--- src/rtl/vga_timing_pkg.sv ---
// Default raster timing sets and helpers shared by the VGA timing generator.
package vga_timing_pkg;

    // One axis of a raster: visible span followed by front porch, sync, back porch.
    typedef struct packed {
        int active;
        int fp;
        int sync;
        int bp;
    } axis_timing_t;

    // 640x480 @ 60 Hz, 25.175 MHz pixel clock, negative syncs.
    localparam axis_timing_t VGA640_H = '{active: 640, fp: 16, sync: 96,  bp: 48};
    localparam axis_timing_t VGA640_V = '{active: 480, fp: 10, sync: 2,   bp: 33};
    localparam bit           VGA640_HS_POL = 1'b0;
    localparam bit           VGA640_VS_POL = 1'b0;

    // 800x600 @ 60 Hz, 40 MHz pixel clock, positive syncs.
    localparam axis_timing_t SVGA800_H = '{active: 800, fp: 40, sync: 128, bp: 88};
    localparam axis_timing_t SVGA800_V = '{active: 600, fp: 1,  sync: 4,   bp: 23};
    localparam bit           SVGA800_HS_POL = 1'b1;
    localparam bit           SVGA800_VS_POL = 1'b1;

    // Full period of one axis in ticks (horizontal) or lines (vertical).
    function automatic int total(input int a, input int fp, input int s, input int bp);
        return a + fp + s + bp;
    endfunction

endpackage

--- src/rtl/vga_axis_counter.sv ---
// Modulo-TOTAL position counter for one raster axis; advances on tick.
module vga_axis_counter #(
    parameter int TOTAL   = 800,
    parameter int CW      = 12,
    parameter int RST_VAL = TOTAL - 1
) (
    input  logic          clk,
    input  logic          rst_n,
    input  logic          tick,
    output logic [CW-1:0] cnt,
    output logic          wrap
);

    localparam logic [CW-1:0] LAST = CW'(TOTAL - 1);
    localparam logic [CW-1:0] RST  = CW'(RST_VAL);

    logic [CW-1:0] r_cnt;

    // Count up on each tick, returning to zero after the last position.
    always_ff @(posedge clk or negedge rst_n) begin
        if (!rst_n) begin
            r_cnt <= RST;
        end else if (tick) begin
            r_cnt <= (r_cnt == LAST) ? '0 : r_cnt + CW'(1);
        end
    end

    assign cnt  = r_cnt;
    // High while sitting on the last position: the next tick wraps to zero.
    assign wrap = (r_cnt == LAST);

endmodule

--- src/rtl/vga_timing_gen.sv ---
// Parametrised raster timing generator with pixel-clock enable, frame/line
// strobes and a lead (prefetch) position running PREFETCH ticks ahead.
module vga_timing_gen
    import vga_timing_pkg::*;
#(
    parameter int H_ACTIVE = VGA640_H.active,
    parameter int H_FP     = VGA640_H.fp,
    parameter int H_SYNC   = VGA640_H.sync,
    parameter int H_BP     = VGA640_H.bp,
    parameter int V_ACTIVE = VGA640_V.active,
    parameter int V_FP     = VGA640_V.fp,
    parameter int V_SYNC   = VGA640_V.sync,
    parameter int V_BP     = VGA640_V.bp,
    parameter bit HS_POL   = VGA640_HS_POL,
    parameter bit VS_POL   = VGA640_VS_POL,
    parameter int PREFETCH = 0,
    parameter int CW       = 12
) (
    input  logic          clk,
    input  logic          rst_n,
    input  logic          en,
    output logic          hsync,
    output logic          vsync,
    output logic          video_on,
    output logic [CW-1:0] pixel_x,
    output logic [CW-1:0] pixel_y,
    output logic          line_start,
    output logic          frame_start,
    output logic          req_active,
    output logic [CW-1:0] req_x,
    output logic [CW-1:0] req_y
);

    localparam int H_TOTAL = total(H_ACTIVE, H_FP, H_SYNC, H_BP);
    localparam int V_TOTAL = total(V_ACTIVE, V_FP, V_SYNC, V_BP);

    // Lead counter starts so that the first tick lands it PREFETCH ahead of (0,0).
    localparam int RH_RST = (PREFETCH == 0) ? H_TOTAL - 1 : PREFETCH - 1;
    localparam int RV_RST = (PREFETCH == 0) ? V_TOTAL - 1 : 0;

    localparam logic [CW-1:0] H_ACT_END = CW'(H_ACTIVE);
    localparam logic [CW-1:0] V_ACT_END = CW'(V_ACTIVE);
    localparam logic [CW-1:0] HS_BEG    = CW'(H_ACTIVE + H_FP);
    localparam logic [CW-1:0] HS_END    = CW'(H_ACTIVE + H_FP + H_SYNC - 1);
    localparam logic [CW-1:0] VS_BEG    = CW'(V_ACTIVE + V_FP);
    localparam logic [CW-1:0] VS_END    = CW'(V_ACTIVE + V_FP + V_SYNC - 1);

    logic [CW-1:0] w_h;
    logic [CW-1:0] w_v;
    logic [CW-1:0] w_rh;
    logic [CW-1:0] w_rv;
    logic          w_h_wrap;
    logic          w_v_wrap;
    logic          w_rh_wrap;
    logic          w_rv_wrap;
    logic          w_v_tick;
    logic          w_rv_tick;

    logic [CW-1:0] w_h_nxt;
    logic [CW-1:0] w_v_nxt;
    logic [CW-1:0] w_rh_nxt;
    logic [CW-1:0] w_rv_nxt;

    logic r_hsync;
    logic r_vsync;
    logic r_video_on;
    logic r_line_start;
    logic r_frame_start;
    logic r_req_active;

    assign w_v_tick  = en & w_h_wrap;
    assign w_rv_tick = en & w_rh_wrap;

    vga_axis_counter #(
        .TOTAL   (H_TOTAL),
        .CW      (CW),
        .RST_VAL (H_TOTAL - 1)
    ) u_h_main (
        .clk   (clk),
        .rst_n (rst_n),
        .tick  (en),
        .cnt   (w_h),
        .wrap  (w_h_wrap)
    );

    vga_axis_counter #(
        .TOTAL   (V_TOTAL),
        .CW      (CW),
        .RST_VAL (V_TOTAL - 1)
    ) u_v_main (
        .clk   (clk),
        .rst_n (rst_n),
        .tick  (w_v_tick),
        .cnt   (w_v),
        .wrap  (w_v_wrap)
    );

    vga_axis_counter #(
        .TOTAL   (H_TOTAL),
        .CW      (CW),
        .RST_VAL (RH_RST)
    ) u_h_lead (
        .clk   (clk),
        .rst_n (rst_n),
        .tick  (en),
        .cnt   (w_rh),
        .wrap  (w_rh_wrap)
    );

    vga_axis_counter #(
        .TOTAL   (V_TOTAL),
        .CW      (CW),
        .RST_VAL (RV_RST)
    ) u_v_lead (
        .clk   (clk),
        .rst_n (rst_n),
        .tick  (w_rv_tick),
        .cnt   (w_rv),
        .wrap  (w_rv_wrap)
    );

    // Position each counter pair will hold after the coming en tick; decoding
    // this instead of the current count keeps the flags aligned with the counters.
    always_comb begin
        w_h_nxt  = w_h_wrap ? '0 : w_h + CW'(1);
        w_v_nxt  = w_v;
        if (w_h_wrap) begin
            w_v_nxt = w_v_wrap ? '0 : w_v + CW'(1);
        end
        w_rh_nxt = w_rh_wrap ? '0 : w_rh + CW'(1);
        w_rv_nxt = w_rv;
        if (w_rh_wrap) begin
            w_rv_nxt = w_rv_wrap ? '0 : w_rv + CW'(1);
        end
    end

    // Level outputs: decode the upcoming position, hold while en is low.
    always_ff @(posedge clk or negedge rst_n) begin
        if (!rst_n) begin
            r_video_on   <= 1'b0;
            r_hsync      <= ~HS_POL;
            r_vsync      <= ~VS_POL;
            r_req_active <= 1'b0;
        end else if (en) begin
            r_video_on   <= (w_h_nxt < H_ACT_END) && (w_v_nxt < V_ACT_END);
            r_hsync      <= ((w_h_nxt >= HS_BEG) && (w_h_nxt <= HS_END)) ? HS_POL : ~HS_POL;
            r_vsync      <= ((w_v_nxt >= VS_BEG) && (w_v_nxt <= VS_END)) ? VS_POL : ~VS_POL;
            r_req_active <= (w_rh_nxt < H_ACT_END) && (w_rv_nxt < V_ACT_END);
        end
    end

    // Strobes: one clk wide, raised only on the tick that lands on h=0 / (0,0).
    always_ff @(posedge clk or negedge rst_n) begin
        if (!rst_n) begin
            r_line_start  <= 1'b0;
            r_frame_start <= 1'b0;
        end else begin
            r_line_start  <= en & w_h_wrap;
            r_frame_start <= en & w_h_wrap & w_v_wrap;
        end
    end

    assign hsync       = r_hsync;
    assign vsync       = r_vsync;
    assign video_on    = r_video_on;
    assign line_start  = r_line_start;
    assign frame_start = r_frame_start;
    assign req_active  = r_req_active;
    assign pixel_x     = w_h;
    assign pixel_y     = w_v;
    assign req_x       = w_rh;
    assign req_y       = w_rv;

endmodule
--- config.mk ---
export PLATFORM = sky130hd
export DESIGN_NAME = vga_timing_gen
export DESIGN_NICKNAME = d
export VERILOG_FILES = /design/src/rtl/vga_timing_pkg.sv /design/src/rtl/vga_axis_counter.sv /design/src/rtl/vga_timing_gen.sv
export SDC_FILE = /design/constraint.sdc
export NUM_CORES = 1
export LEC_CHECK = 0
export BUFFER_PORTS_ARGS = -buffer_cell sky130_fd_sc_hd__buf_4
export CAP_MARGIN = 40
export CORE_AREA = 2 2 90 92
export DETAILED_ROUTE_END_ITERATION = 10
export DIE_AREA = 0 0 92 94
export HOLD_SLACK_MARGIN = 0.05
export PLACE_DENSITY = 0.65
export SYNTH_ARGS = -nofsm -noshare
export SYNTH_HDL_FRONTEND = slang
export SYNTH_HIERARCHICAL = 1
export SYNTH_SLANG_ARGS = --single-unit
--- constraint.sdc ---
create_clock -name clk -period 3.6 [get_ports clk]
set_input_delay 0.72 -clock clk [delete_from_list [all_inputs] [get_ports clk]]
set_output_delay 0.72 -clock clk [all_outputs]
set_load 0.03 [all_outputs]
==> reports/results.ini <==
[routing]
drc = 0
vias_per_cell = 5.590
drtAntennaViolNets = 0
vias = 2890
wl_per_cell_um = 15.13
wirelength_um = 7824
drtIter0Drc = 129
dr.pass1.iters = 4

[clock_network]
cts_setup_buffers = 0
cts_resized = 0
cts_hold_buf = 0
insertion_delay_ns = 0.31
htree_levels = 2
cts_sinks = 54
cts_buffers = 5
cts_root_buf = clkbuf_8
clk_path_buf_depth = 2
cts_tree = done
clkTransAtPathRegs_ns = 0.11

[power]
vdd_drop_max_mv = 0.1760
p_leak_nw = 1.734
power.density_nw_per_um2 = 394.7

[global_routing]
grt_max_degree = 55
top_usage_layer = met2
grt_use_met2_pct = 29.35
met3_usage_pct = 3.130
grt.overflow.total = 0
grt_antenna_before_repair = 0
grt_pass1_wl_um = 13310
grtUsageTotal_pct = 18.87
use_met1_pct = 27.46
grt_pass1_vias = 2707

[logic_synthesis]
synth_edf_count = 0
synth_ff_type = dfrtp_1
synth.ff_latch_count = 54
netlist_top_cells_area = dfrtp_1 24%, dfstp_2 17%, xor2_1 6.2%, xnor2_1 4.1%, nand2_1 3.9%
syn_nets = 365
synth_area_per_cell_um2 = 9.561
async_flop_share_pct = 100.0
post-synth-top-count-cell = nand2_1
yosysUniqueCellTypes = 55
ys_warn_count = 6
synth_top_area_share_pct = 23.66
netlist_instances = 354
ys_seq_area_share_pct = 40.74
syn_area_um2 = 3384
synth_commonest_cells = 35 x nand2_1, 32 x dfrtp_1, 27 x nor2_1
synth_top_area_cell = dfrtp_1

[worst_setup_path]
slowest_stage = dfstp_2
cpMostUsedCell = a21oi_1
arrival_ns = 3.30
reg2reg_slack_ns = 0.52
endpoint_kind = register
crit_path_max_fanout = 7
worst-endpoint-required_ns = 3.82
crit_type = reg2reg
crit_chain = ha_1 -> nand2_1 -> or4_4 -> nor4_4 -> nand4_2 -> nor4_2 -> xor2_1 -> a21oi_1 -> a21oi_1 -> o41ai_2
cp_num_buf_inv = 0
cpPeakStageDelay_ns = 0.59
start_kind = register
critical-path-top-delay-family = simple AND/OR/NAND/NOR gates

[sta]
rsz0062_at_grt = false
hold_viol = 0
finalSetupViolations = 0
max_freq_mhz = 324.9
final_period_minus_worst_setup_slack_ns = 3.078
tightest_slew_ns = 0.6852
relSlewSlack_pct = 54.32
period_share_pct = 85.51
finalSetupTns_ns = 0
holdWs_ns = 0.4439
final_max_slew_viol_count = 0
skew_ns = 0.009081

[final_layout]
fin_util_pct = 52.81
final_nets = 425
diodes = 0
post-route-cell-area_um2 = 4018
area_growth_pct = 18.71
drive_gt1_share_pct = 27.47

[floorplan]
die_x_um = 92
dieArea_um2 = 8648
dieHeight_um = 94
core_region_area_um2 = 7607
start_util_pct = 44.49
ioPinCount = 57
rows = 32

[min_path]
worstHoldPathType = in2async

[outcome]
status = finished clean

[placed_design]
dp_hpwl_um = 5379
place_congestion = 0.9172
io_buffers = 56
place_area_um2 = 3923

[job]
maxCapViolCount = 0

[area by class of cell]
type,instances,area (µm²)
repair buffers,61,457.9
multi-input cells,280,1913
inverters,12,45.04
flip-flops and latches,54,1379
fillers,705,3590
clock buffers,5,68.82
clock inverters,3,26.28
well taps,102,127.6
[sequential cells by signal, summed over array words and instances (netlist names)]
signal        flops
u_h_lead/cnt     12
u_h_main/cnt     12
u_v_lead/cnt     12
u_v_main/cnt     12
frame_start       1
hsync             1
line_start        1
req_active        1
video_on          1
vsync             1
[power breakdown]
| part | internal, mW | switching (mW) |
|---|---|---|
| Combinational | 0.155 | 0.245 |
| Clock | 0.141 | 0.220 |
| Sequential | 0.702 | 0.122 |
[per-stage QoR]
| step | std cells | setup slack [ns] | total power [mW] |
|---|---|---|---|
| after global routing | 517 | 0.1746 | 1.679 |
| after detailed placement | 509 | 0.5189 | 1.238 |
| after CTS | 517 | 0.4917 | 1.602 |
| after floorplan | 354 | 0.5104 | 1.072 |
| final | 517 | 0.5217 | 1.586 |
| after global placement | 509 | 0.6589 | 1.234 |
[cells by family after synthesis]
logic type | synth area share, %
multiplexers | 0.2958
XOR/XNOR | 10.35
flip-flops | 40.74
AO/OA/AOI/OAI | 10.20
AND/OR/NAND/NOR | 32.72
adder cells (fa/ha/maj) | 2.958
buffers and inverters | 2.735
[cell usage in the layout (no fill, tap or decap), types with 4 or more instances in the layout]
master    instances
a21oi_1          11
a31oi_1           6
and3_1            8
and4_1            6
buf_4            61
clkbuf_8          5
dfrtp_1          32
dfstp_2          22
ha_1              8
inv_1            12
nand2_1          35
nand2b_1          8
nand3_1          21
nand3b_1          4
nand4_1          14
nor2_1           27
nor3_1           16
nor4_1            7
nor4b_1           6
o21ai_0           5
o22ai_1           5
or4_4             4
xnor2_1          16
xor2_1           24
[routing by layer]
layer  vias to the layer above  share of wire, %
met4                         0              0.70
li1                       1427                 -
met3                         6               5.2
met2                        81                46
met5                         -                 0
met1                      1376                48
[final timing paths]
kind                                  from         endpoint  cells past startpoint
max                        u_h_main/cnt[0]         video_on                     10
min in group clk                     hsync            hsync                      2
min                                  rst_n  u_v_lead/cnt[5]                      1
max reg2reg                u_h_main/cnt[0]         video_on                     10
min reg2reg                          hsync            hsync                      2
max in group asynchronous            rst_n  u_h_main/cnt[6]                      1
(Power assumes the default switching activity.)
